===== config.mk =====
export PLATFORM = sky130hd
export DESIGN_NAME = mmio_io_hub
export DESIGN_NICKNAME = d
export VERILOG_FILES = /design/src/rtl/mmio_io_hub.sv
export SDC_FILE = /design/constraint.sdc
export NUM_CORES = 1
export LEC_CHECK = 0
export CAP_MARGIN = 40
export CORE_MARGIN = 3
export CORE_UTILIZATION = 43
export CTS_CLUSTER_SIZE = 10
export DETAILED_ROUTE_END_ITERATION = 8
export GPL_TIMING_DRIVEN = 0
export PLACE_DENSITY_LB_ADDON = 0.2
export SKIP_LAST_GASP = 1
export SYNTH_ARGS = -nofsm -noshare
export SYNTH_HDL_FRONTEND = slang
export SYNTH_SLANG_ARGS = --single-unit

===== constraint.sdc =====
create_clock -name clk -period 11.05 [get_ports clk]
set_input_delay 2.21 -clock clk [delete_from_list [all_inputs] [get_ports clk]]
set_output_delay 2.21 -clock clk [all_outputs]
set_load 0.01 [all_outputs]

===== src/rtl/mmio_io_hub.sv =====
// Memory-mapped I/O hub: NUM_SPRITES sprite position registers plus a FIFO-buffered
// keyboard scan-code channel with status, control, sticky overflow and flush.

module mmio_sprite_reg #(
  parameter int W = 10
) (
  input  logic         clk,
  input  logic         reset,
  input  logic         we,
  input  logic [W-1:0] d,
  output logic [W-1:0] q
);
  always_ff @(posedge clk or negedge reset)
    if (!reset)  q <= '0;
    else if (we) q <= d;
endmodule

module mmio_io_hub #(
  parameter int                DATA_W      = 32,
  parameter logic [DATA_W-1:0] BASE_ADDR   = 'h0000_0400,
  parameter int                NUM_SPRITES = 4,
  parameter int                SPRITE_W    = 10,
  parameter int                FIFO_DEPTH  = 8
) (
  input  logic                            clk,
  input  logic                            reset,
  input  logic [DATA_W-1:0]               bus_addr,
  input  logic [DATA_W-1:0]               bus_wdata,
  input  logic                            bus_we,
  input  logic                            bus_re,
  output logic [DATA_W-1:0]               bus_rdata,
  output logic                            hit,
  input  logic [7:0]                      scan_code,
  input  logic                            scan_ready,
  output logic [NUM_SPRITES*SPRITE_W-1:0] sprite_pos,
  output logic                            key_avail,
  output logic [$clog2(FIFO_DEPTH):0]     fifo_count
);
  localparam int AW = $clog2(FIFO_DEPTH);
  localparam int CW = AW + 1;
  localparam logic [DATA_W-1:0] WIN_BYTES = DATA_W'(16 + 4 * NUM_SPRITES);

  typedef struct packed {
    logic       key_data;
    logic       key_status;
    logic       ctrl;
    logic       sprite;
    logic [3:0] idx;
  } dec_t;

  dec_t              dec;
  logic [DATA_W-1:0] off, wo;

  // Word 3 (offset 0xC) is a hole in the map and does not claim the bus.
  always_comb begin
    dec = '0;
    off = bus_addr - BASE_ADDR;
    wo  = off >> 2;
    if (off < WIN_BYTES) begin
      if (wo == DATA_W'(0))      dec.key_data   = 1'b1;
      else if (wo == DATA_W'(1)) dec.key_status = 1'b1;
      else if (wo == DATA_W'(2)) dec.ctrl       = 1'b1;
      else if (wo >= DATA_W'(4)) begin
        dec.sprite = 1'b1;
        dec.idx    = 4'(wo - DATA_W'(4));
      end
    end
  end

  assign hit = dec.key_data | dec.key_status | dec.ctrl | dec.sprite;

  logic wr, rd;
  assign wr = bus_we & hit;
  assign rd = bus_re & hit;

  // Sprite registers
  for (genvar i = 0; i < NUM_SPRITES; i++) begin : g_spr
    mmio_sprite_reg #(.W(SPRITE_W)) u_spr (
      .clk   (clk),
      .reset (reset),
      .we    (wr & dec.sprite & (dec.idx == 4'(i))),
      .d     (bus_wdata[SPRITE_W-1:0]),
      .q     (sprite_pos[i*SPRITE_W +: SPRITE_W])
    );
  end

  // Scan-code FIFO
  logic [7:0]    mem [FIFO_DEPTH];
  logic [AW-1:0] wr_ptr, rd_ptr;
  logic [CW-1:0] count;
  logic          ovf, en, sr_q;
  logic          empty, full, flush, push_req, pop, do_push, ovf_set, ovf_clr;

  assign empty    = (count == '0);
  assign full     = (count == CW'(FIFO_DEPTH));
  assign flush    = wr & dec.ctrl & bus_wdata[1];
  assign push_req = scan_ready & ~sr_q & en;
  assign pop      = rd & dec.key_data & ~empty & ~flush;
  // A same-cycle pop frees the slot, so a push into a full FIFO is accepted then.
  assign do_push  = push_req & (~full | pop) & ~flush;
  assign ovf_set  = push_req & full & ~pop & ~flush;
  assign ovf_clr  = wr & dec.key_status & bus_wdata[1];

  always_ff @(posedge clk or negedge reset) begin
    if (!reset) begin
      wr_ptr <= '0;
      rd_ptr <= '0;
      count  <= '0;
      ovf    <= 1'b0;
      en     <= 1'b1;
      sr_q   <= 1'b0;
    end else begin
      sr_q <= scan_ready;
      if (wr & dec.ctrl) en <= bus_wdata[0];
      if (ovf_set)       ovf <= 1'b1;
      else if (ovf_clr)  ovf <= 1'b0;
      if (flush) begin
        wr_ptr <= '0;
        rd_ptr <= '0;
        count  <= '0;
      end else begin
        if (do_push) wr_ptr <= wr_ptr + AW'(1);
        if (pop)     rd_ptr <= rd_ptr + AW'(1);
        case ({do_push, pop})
          2'b10:   count <= count + CW'(1);
          2'b01:   count <= count - CW'(1);
          default: count <= count;
        endcase
      end
    end
  end

  always_ff @(posedge clk)
    if (do_push) mem[wr_ptr] <= scan_code;

  assign key_avail  = ~empty;
  assign fifo_count = count;

  // Read mux; the address decode already implies hit.
  always_comb begin
    bus_rdata = '0;
    if (bus_re) begin
      if (dec.key_data && !empty) bus_rdata = DATA_W'(mem[rd_ptr]);
      if (dec.key_status) begin
        bus_rdata[0]    = ~empty;
        bus_rdata[1]    = ovf;
        bus_rdata[15:8] = 8'(count);
      end
      if (dec.ctrl) bus_rdata[0] = en;
      if (dec.sprite)
        for (int i = 0; i < NUM_SPRITES; i++)
          if (dec.idx == 4'(i)) bus_rdata = DATA_W'(sprite_pos[i*SPRITE_W +: SPRITE_W]);
    end
  end

  logic unused_wdata;
  assign unused_wdata = ^bus_wdata;
endmodule


# Word-level counts from Yosys, hierarchy flattened
# Memory sizes are Yosys's and may differ from the RTL's.
# Index checks and enable logic that the tools add are counted.
[word_totals] ff_bits=53 mem_bits_rw=64 in_bits=77 word_cells=94 n_memories=1
[classes] addsub=6 n_lt_le_gt_ge=2 eq_ne=8 n_mux=28 bitwise=30 n_reduce_logical=9
[mem_list] memory="mem" depth=8 word_bits=8 rd=1 rd_clocked_by_memory_dff=0 write_ports=1 line="88" rtl="logic [7:0] mem [FIFO_DEPTH];"
[op_table] op="2-to-1 mux 32 bit" n=6
[op_table] op="zero test 32 bit" n=1
[op_table] op="< comparator 32 x 6 -> 1 bit, second input constant" n=1
[op_table] op="subtractor 32 x 11 -> 32 bit, second input constant" n=1
[op_table] op="== test 30 x 1 -> 1 bit, second input constant" n=1
[op_table] op="== test 30 x 2 -> 1 bit, second input constant" n=1
[op_table] op=">= comparator 30 x 3 -> 1 bit, second input constant" n=1
[op_table] op="2-to-1 mux 8 bit" n=3
[op_table] op="bitwise AND 1 bit" n=21
[op_table] op="2-to-1 mux 3 bit" n=4
[op_table] op="2-to-1 mux 5 bit" n=2
[op_table] op="== test 4 x 2 -> 1 bit, second input constant" n=2
[op_table] op="zero test 4 bit" n=2
[op_table] op="2-to-1 mux 1 bit" n=8
[op_table] op="case mux 4 bit (2 select lines)" n=1
[op_table] op="2-to-1 mux 7 bit" n=1
[op_table] op="adder 3 x 1 -> 3 bit, second input constant" n=2
[op_table] op="2-to-1 mux 6 bit" n=1
[op_table] op="nonzero test 2 bit" n=3
[op_table] op="NOT 1 bit" n=5
[op_table] op="adder 4 x 1 -> 4 bit, second input constant" n=1
[op_table] op="== test 4 x 1 -> 1 bit, second input constant" n=1
[op_table] op="== test 4 bit, second input constant" n=1
[op_table] op="2-to-1 mux 4 bit" n=1
[op_table] op="other kinds (9)" n=12

# Longest topological paths before layout
[depth] ltp_word=21 mapped_depth=13 mapped_depth_nobuf=12

# Modules after synthesis
# Synthesis repeated with hierarchy kept, for this count alone.
[hier_totals] cells_unflattened=402 hier_area_um2=5790.6
[by_module_without_submodules] mod="mmio_io_hub" n_inst=1 cells_each=318 area_each_um2=4144.0
[by_module_without_submodules] mod="mmio_sprite_reg" n_inst=4 cells_each=21 area_each_um2=411.6

# Worst setup path after synthesis
# Ideal clock, no wire load.
[synth_timing] path_kind="in2out" startpoint="in bus_addr[11]" endpoint="out bus_rdata[0]" arrival_ns=4.791 slack_ns=4.049 stages=9 cell_sequence="or4_1 buf_2 or3_1 o21ai_1 nand4_1 or3_1 clkbuf_1 o32a_1 nor3_1"
[synth_between] elab_chain_len=14 word_cells_on_any_way=28
[synth_rtl] item="from (decl)" line="27" rtl="input logic [DATA_W-1:0] bus_addr,"
[synth_rtl] item="subtractor 32 x 11 -> 32 bit (*)" line="57" rtl="off = bus_addr - BASE_ADDR;"
[synth_rtl] item=">= comparator 30 x 3 -> 1 bit or zero test 32 bit (tied branches)" line="63, 60"
[synth_rtl] item="2-to-1 mux 5 bit or 2-to-1 mux 1 bit (tied branches)" line="63, 60"
[synth_rtl] item="2-to-1 mux 5 bit or 2-to-1 mux 8 bit (tied branches)" line="62, 59"
[synth_rtl] item="2-to-1 mux 6 bit or logical AND 1 bit (tied branches)" line="61, 143"
[synth_rtl] item="2-to-1 mux 7 bit or 2-to-1 mux 8 bit (tied branches)" line="60, 143"
[synth_rtl] item="2-to-1 mux 8 bit (*)" line="59" rtl="if (off < WIN_BYTES) begin"
[synth_rtl] item="zero test 4 bit or 2-to-1 mux 1 bit (tied branches)" line="152, 149"
[synth_rtl] item="2-to-1 mux 32 bit (4 in series)" line="152" rtl="if (dec.idx == 4'(i)) bus_rdata = DATA_W'(sprite_pos[i*SPRITE_W +: SPRITE_W]);"
[synth_rtl] item="2-to-1 mux 32 bit (*)" line="150" rtl="if (dec.sprite)"
[synth_rtl] item="2-to-1 mux 32 bit (*)" line="142" rtl="if (bus_re) begin"
[synth_rtl] item="to (decl)" line="31" rtl="output logic [DATA_W-1:0] bus_rdata,"
# Every way passes the cells marked *; elsewhere a longest branch is shown, timed or not.

# Worst setup path after layout
[layout_timing] startpoint="in bus_addr[12]" endpoint="out bus_rdata[2]"
[layout_between] elab_chain_len=14 word_cells_on_any_way=24
[layout_rtl] item="subtractor 32 x 11 -> 32 bit (*)" line="57"
[layout_rtl] item=">= comparator 30 x 3 -> 1 bit" line="63" rtl="else if (wo >= DATA_W'(4)) begin"
[layout_rtl] item="2-to-1 mux 5 bit" line="63"
[layout_rtl] item="2-to-1 mux 5 bit" line="62" rtl="else if (wo == DATA_W'(2)) dec.ctrl = 1'b1;"
[layout_rtl] item="2-to-1 mux 6 bit" line="61" rtl="else if (wo == DATA_W'(1)) dec.key_status = 1'b1;"
[layout_rtl] item="2-to-1 mux 7 bit" line="60" rtl="if (wo == DATA_W'(0)) dec.key_data = 1'b1;"
[layout_rtl] item="2-to-1 mux 8 bit (*)" line="59"
[layout_rtl] item="zero test 4 bit" line="152"
[layout_rtl] item="2-to-1 mux 32 bit (4 in series)" line="152"
[layout_rtl] item="2-to-1 mux 32 bit (*)" line="150"
[layout_rtl] item="2-to-1 mux 32 bit (*)" line="142"
# Marks and branches as above.

==> summary.json <==
{
  "outcome": {
    "run_status": "finished, final reports clean"
  },
  "setup_path": {
    "path_cells": "clkdlybuf4s50_1 > or4_1 > clkbuf_1 > nor4b_2 > mux2i_1 > nor3_1 > o22ai_1 > nand2_1 > clkbuf_1 > o32ai_1 > clkdlybuf4s50_1",
    "critPathMaxFanout": 10,
    "crit_path_top_delay_cell": "clkdlybuf4s50_1",
    "worst_setup_path_class": "in2out",
    "crit_buf_inv": 4,
    "regToRegSetupSlack_ns": 7.46,
    "setup.worst_path.end_class": "output port",
    "worst_ep_required_time_ns": 8.84,
    "slowest_delay_ns": 0.63,
    "worstPathArrival_ns": 6.25,
    "start_kind": "primary input",
    "path_delay_family": "buffers and inverters"
  },
  "timing": {
    "timing.final.hold_violations": 0,
    "finalClockSkew_ns": 0.00734,
    "min_period_over_period_pct": 76.6,
    "period_needed_ns": 8.46,
    "max_freq_mhz": 118,
    "timing.final.max_slew_violations": 0,
    "maxSlewHeadroom_pct": 40.3,
    "rsz0062_at_grt": "false",
    "setup_viol": 0,
    "worst_slew_pin_slew_ns": 0.893,
    "setup_total_negative_slack_ns": 0
  },
  "global_routing": {
    "overall_fraction_of_global_route_tracks_in_use_pct": 20.3,
    "grt_max_degree": 29,
    "grt_antenna_before_repair": 0,
    "globalRouteOverflowTotal": 0,
    "first_global_vias": 4365,
    "wire_length_of_the_first_global_routing_pass_microns": 23300
  },
  "logic_synthesis": {
    "syn_area_per_cell_sq_um": 13.5,
    "synth-adder-area-share_pct": 1.81,
    "netlist_area_sq_um": 5930,
    "commonest_register_cell_after_synthesis": "edfxtp_1",
    "yosys-top-cells-area": "edfxtp_1, dfrtp_1, mux4_2",
    "synth_cell_types": 63,
    "yosys.area_share.simple_pct": 13.1,
    "synth_top_area_cell": "edfxtp_1",
    "synth.top_cell.area_share_pct": 32.4,
    "synth_most_common_cell": "edfxtp_1",
    "synth_edf_count": 64,
    "asyncSetResetFlopFracSynth_pct": 45.3,
    "ys_seq_elements": 117,
    "synth_compound_gate_area_share_pct": 6.20,
    "post_synth_mux_area_share_pct": 19.0,
    "synthesis.instances": 440,
    "synth_top_family_by_area": "multiplexers",
    "synth.yosys.seq_area_share_pct": 54.8,
    "synthTopCellsByCount": "edfxtp_1, dfrtp_1, mux2_1, nor2_1, buf_4",
    "synth_xor_xnor_area_share_pct": 1.03,
    "synthesis.yosys.warnings": 0
  },
  "drt": {
    "drcViolationCount": 0,
    "drt_iter0_drc": 323,
    "antenna_violating_nets_post_route": 0,
    "via_count": 4307,
    "total_routed_wirelength_microns": 15000,
    "first_pass_iters": 5,
    "routed_wire_length_per_instance_microns": 19.2,
    "vias_per_cell": 5.50
  },
  "final_layout": {
    "num_antenna_cells": 0,
    "areaGrowthSynthToFinish_pct": 33.8,
    "final_cell_count_without_fillers": 783,
    "final_layout_size_suffix_gt1_share_pct": 17.5,
    "net_count_reported_at_finish": 679,
    "nFillCells": 1057
  },
  "clock_network": {
    "cts_max_path_buffers": 2,
    "clock_latency_ns": 0.41,
    "tritoncts": "yes",
    "ctsHtreeMaxLevel": 4,
    "cts-root-buf": "clkbuf_16",
    "tritoncts.num_buffers": 17,
    "worst_setup_hold_path_clk_slew_ns": 0.05,
    "cts.sinks": 117,
    "postCtsHoldBufs": 0,
    "cts_setup_buffers": 0,
    "cts_resized": 0
  },
  "hold_path": {
    "worst_min_delay_path_class": "reg2reg"
  },
  "placement": {
    "post-place-cells": 751,
    "io_buffer_count": 110,
    "place_congestion": 0.881,
    "post-dp-hpwl_microns": 10900
  },
  "power": {
    "cell_leakage_power_nw": 3.08,
    "power.density_cell_area_nw_per_um2": 130,
    "ir_drop_uv": 132
  },
  "floorplan": {
    "floorplan.initialDensity_pct": 44.5,
    "overall_die_area_sq_um": 15200,
    "core_area_sq_um": 13300,
    "std_cell_rows": 42,
    "num_io_pins": 155,
    "die_height_microns": 123,
    "floorplan.die.width_microns": 123
  },
  "flow_run": {
    "cap_violations": 0
  }
}
## through the flow
stage	total power, mW	hold slack, ns	cell area, sq um	util (%)	setup WS, ns
2_1_floorplan	0.493	0.449	6000	-	4.05
3_3_place_gp	0.526	0.463	7330	54.9	2.63
3_5_place_dp	0.528	0.499	7380	55.3	2.60
4_1_cts	1.03	0.514	7940	59.5	2.59
5_1_grt	1.06	0.526	7940	59.5	2.30
6_report	1.03	0.515	7940	59.5	2.59
## final cells by class
class	count	area, sq um	share of cell area [%]
inverters	5	18.8	0.236
clock buffers	20	447	5.63
repair buffers	116	1150	14.6
plain buffers	37	220	2.77
well taps	176	220	2.77
multi-input cells	300	2520	31.8
flip-flops and latches	117	3250	40.9
clock inverters	12	105	1.32
## registers in the layout (all words and copies together), names as in the netlist
signal         flops
mem               64
wr_ptr             3
g_spr.u_spr.q     40
rd_ptr             3
en                 1
ovf                1
sr_q               1
fifo_count         4
## report_power, final
| group | switching, mW | internal (mW) |
|---|---|---|
| sequential | 0.0000622 | 0.462 |
| combinational | 0.0305 | 0.0282 |
| clock | 0.196 | 0.314 |
| total | 0.227 | 0.804 |
## placed cells by master, fill, tap and decap left out, drive strengths merged, types with 3 or more instances in the layout
cell / netlist / routed
or3: 7 / 7
nor3: 16 / 16
a21o: 5 / 5
o22ai: 8 / 8
nand2b: 7 / 7
mux4: 19 / 19
ha: 7 / 7
mux2i: 11 / 11
nor4: 10 / 10
a21oi: 6 / 6
and2: 4 / 4
o21ai: 10 / 10
clkinvlp: 0 / 4
or4: 6 / 6
inv: 5 / 7
clkdlybuf4s50: 0 / 109
clkbuf: 12 / 32
xnor2: 5 / 5
nor2: 32 / 32
a21boi: 3 / 3
nor4b: 4 / 4
nand2: 13 / 13
o21a: 3 / 3
nand3: 8 / 8
conb: 1 / 20
edfxtp: 64 / 64
and3: 7 / 7
nand4: 6 / 6
o32ai: 7 / 7
buf: 25 / 32
nand3b: 3 / 3
dfrtp: 52 / 52
mux2: 49 / 49
clkinv: 0 / 5
## path summary, 6_finish.rpt
kind                                startpoint                  end  depth (start not counted)
setup / recovery                  bus_addr[12]         bus_rdata[2]                         11
hold / removal             g_spr[2].u_spr.q[6]  g_spr[2].u_spr.q[6]                          1
setup reg to reg                 fifo_count[0]        fifo_count[3]                         12
hold reg to reg            g_spr[2].u_spr.q[6]  g_spr[2].u_spr.q[6]                          1
max in group asynchronous                reset                   en                          2
min in group asynchronous                reset        fifo_count[2]                          1
## layer usage
layer  part of all wire (%)  vias up  track usage [%]
li1                       -     1991                -
met1                     43     2145             27.4
met2                     49      146             32.4
met3                    6.0       25             4.48
met4                    2.0        0             7.68
met5                      0        -                0
## worst reg2reg max path, stage by stage (launching register included)
cell	delay (ns)
dfrtp_1	0.50
nor3_1	0.13
nand2b_1	0.21
and3_1	0.31
nand3_1	0.09
or3_1	0.36
clkbuf_1	0.29
nor2_1	0.31
ha_1	0.28
a21o_1	0.17
a21oi_1	0.21
mux4_2	0.53
o21ai_1	0.12
## cell families (layout without fill, tap and decap cells)
kind of cell | count (synthesis) | after routing
compound gates | 53 | 53
xor+xnor | 7 | 7
fa+ha+maj | 8 | 8
buf+inv | 42 | 190
flops | 117 | 117
mux | 79 | 79
other cells | 1 | 20
simple gates | 133 | 133
No activity file was read; power rests on OpenSTA's default activity.
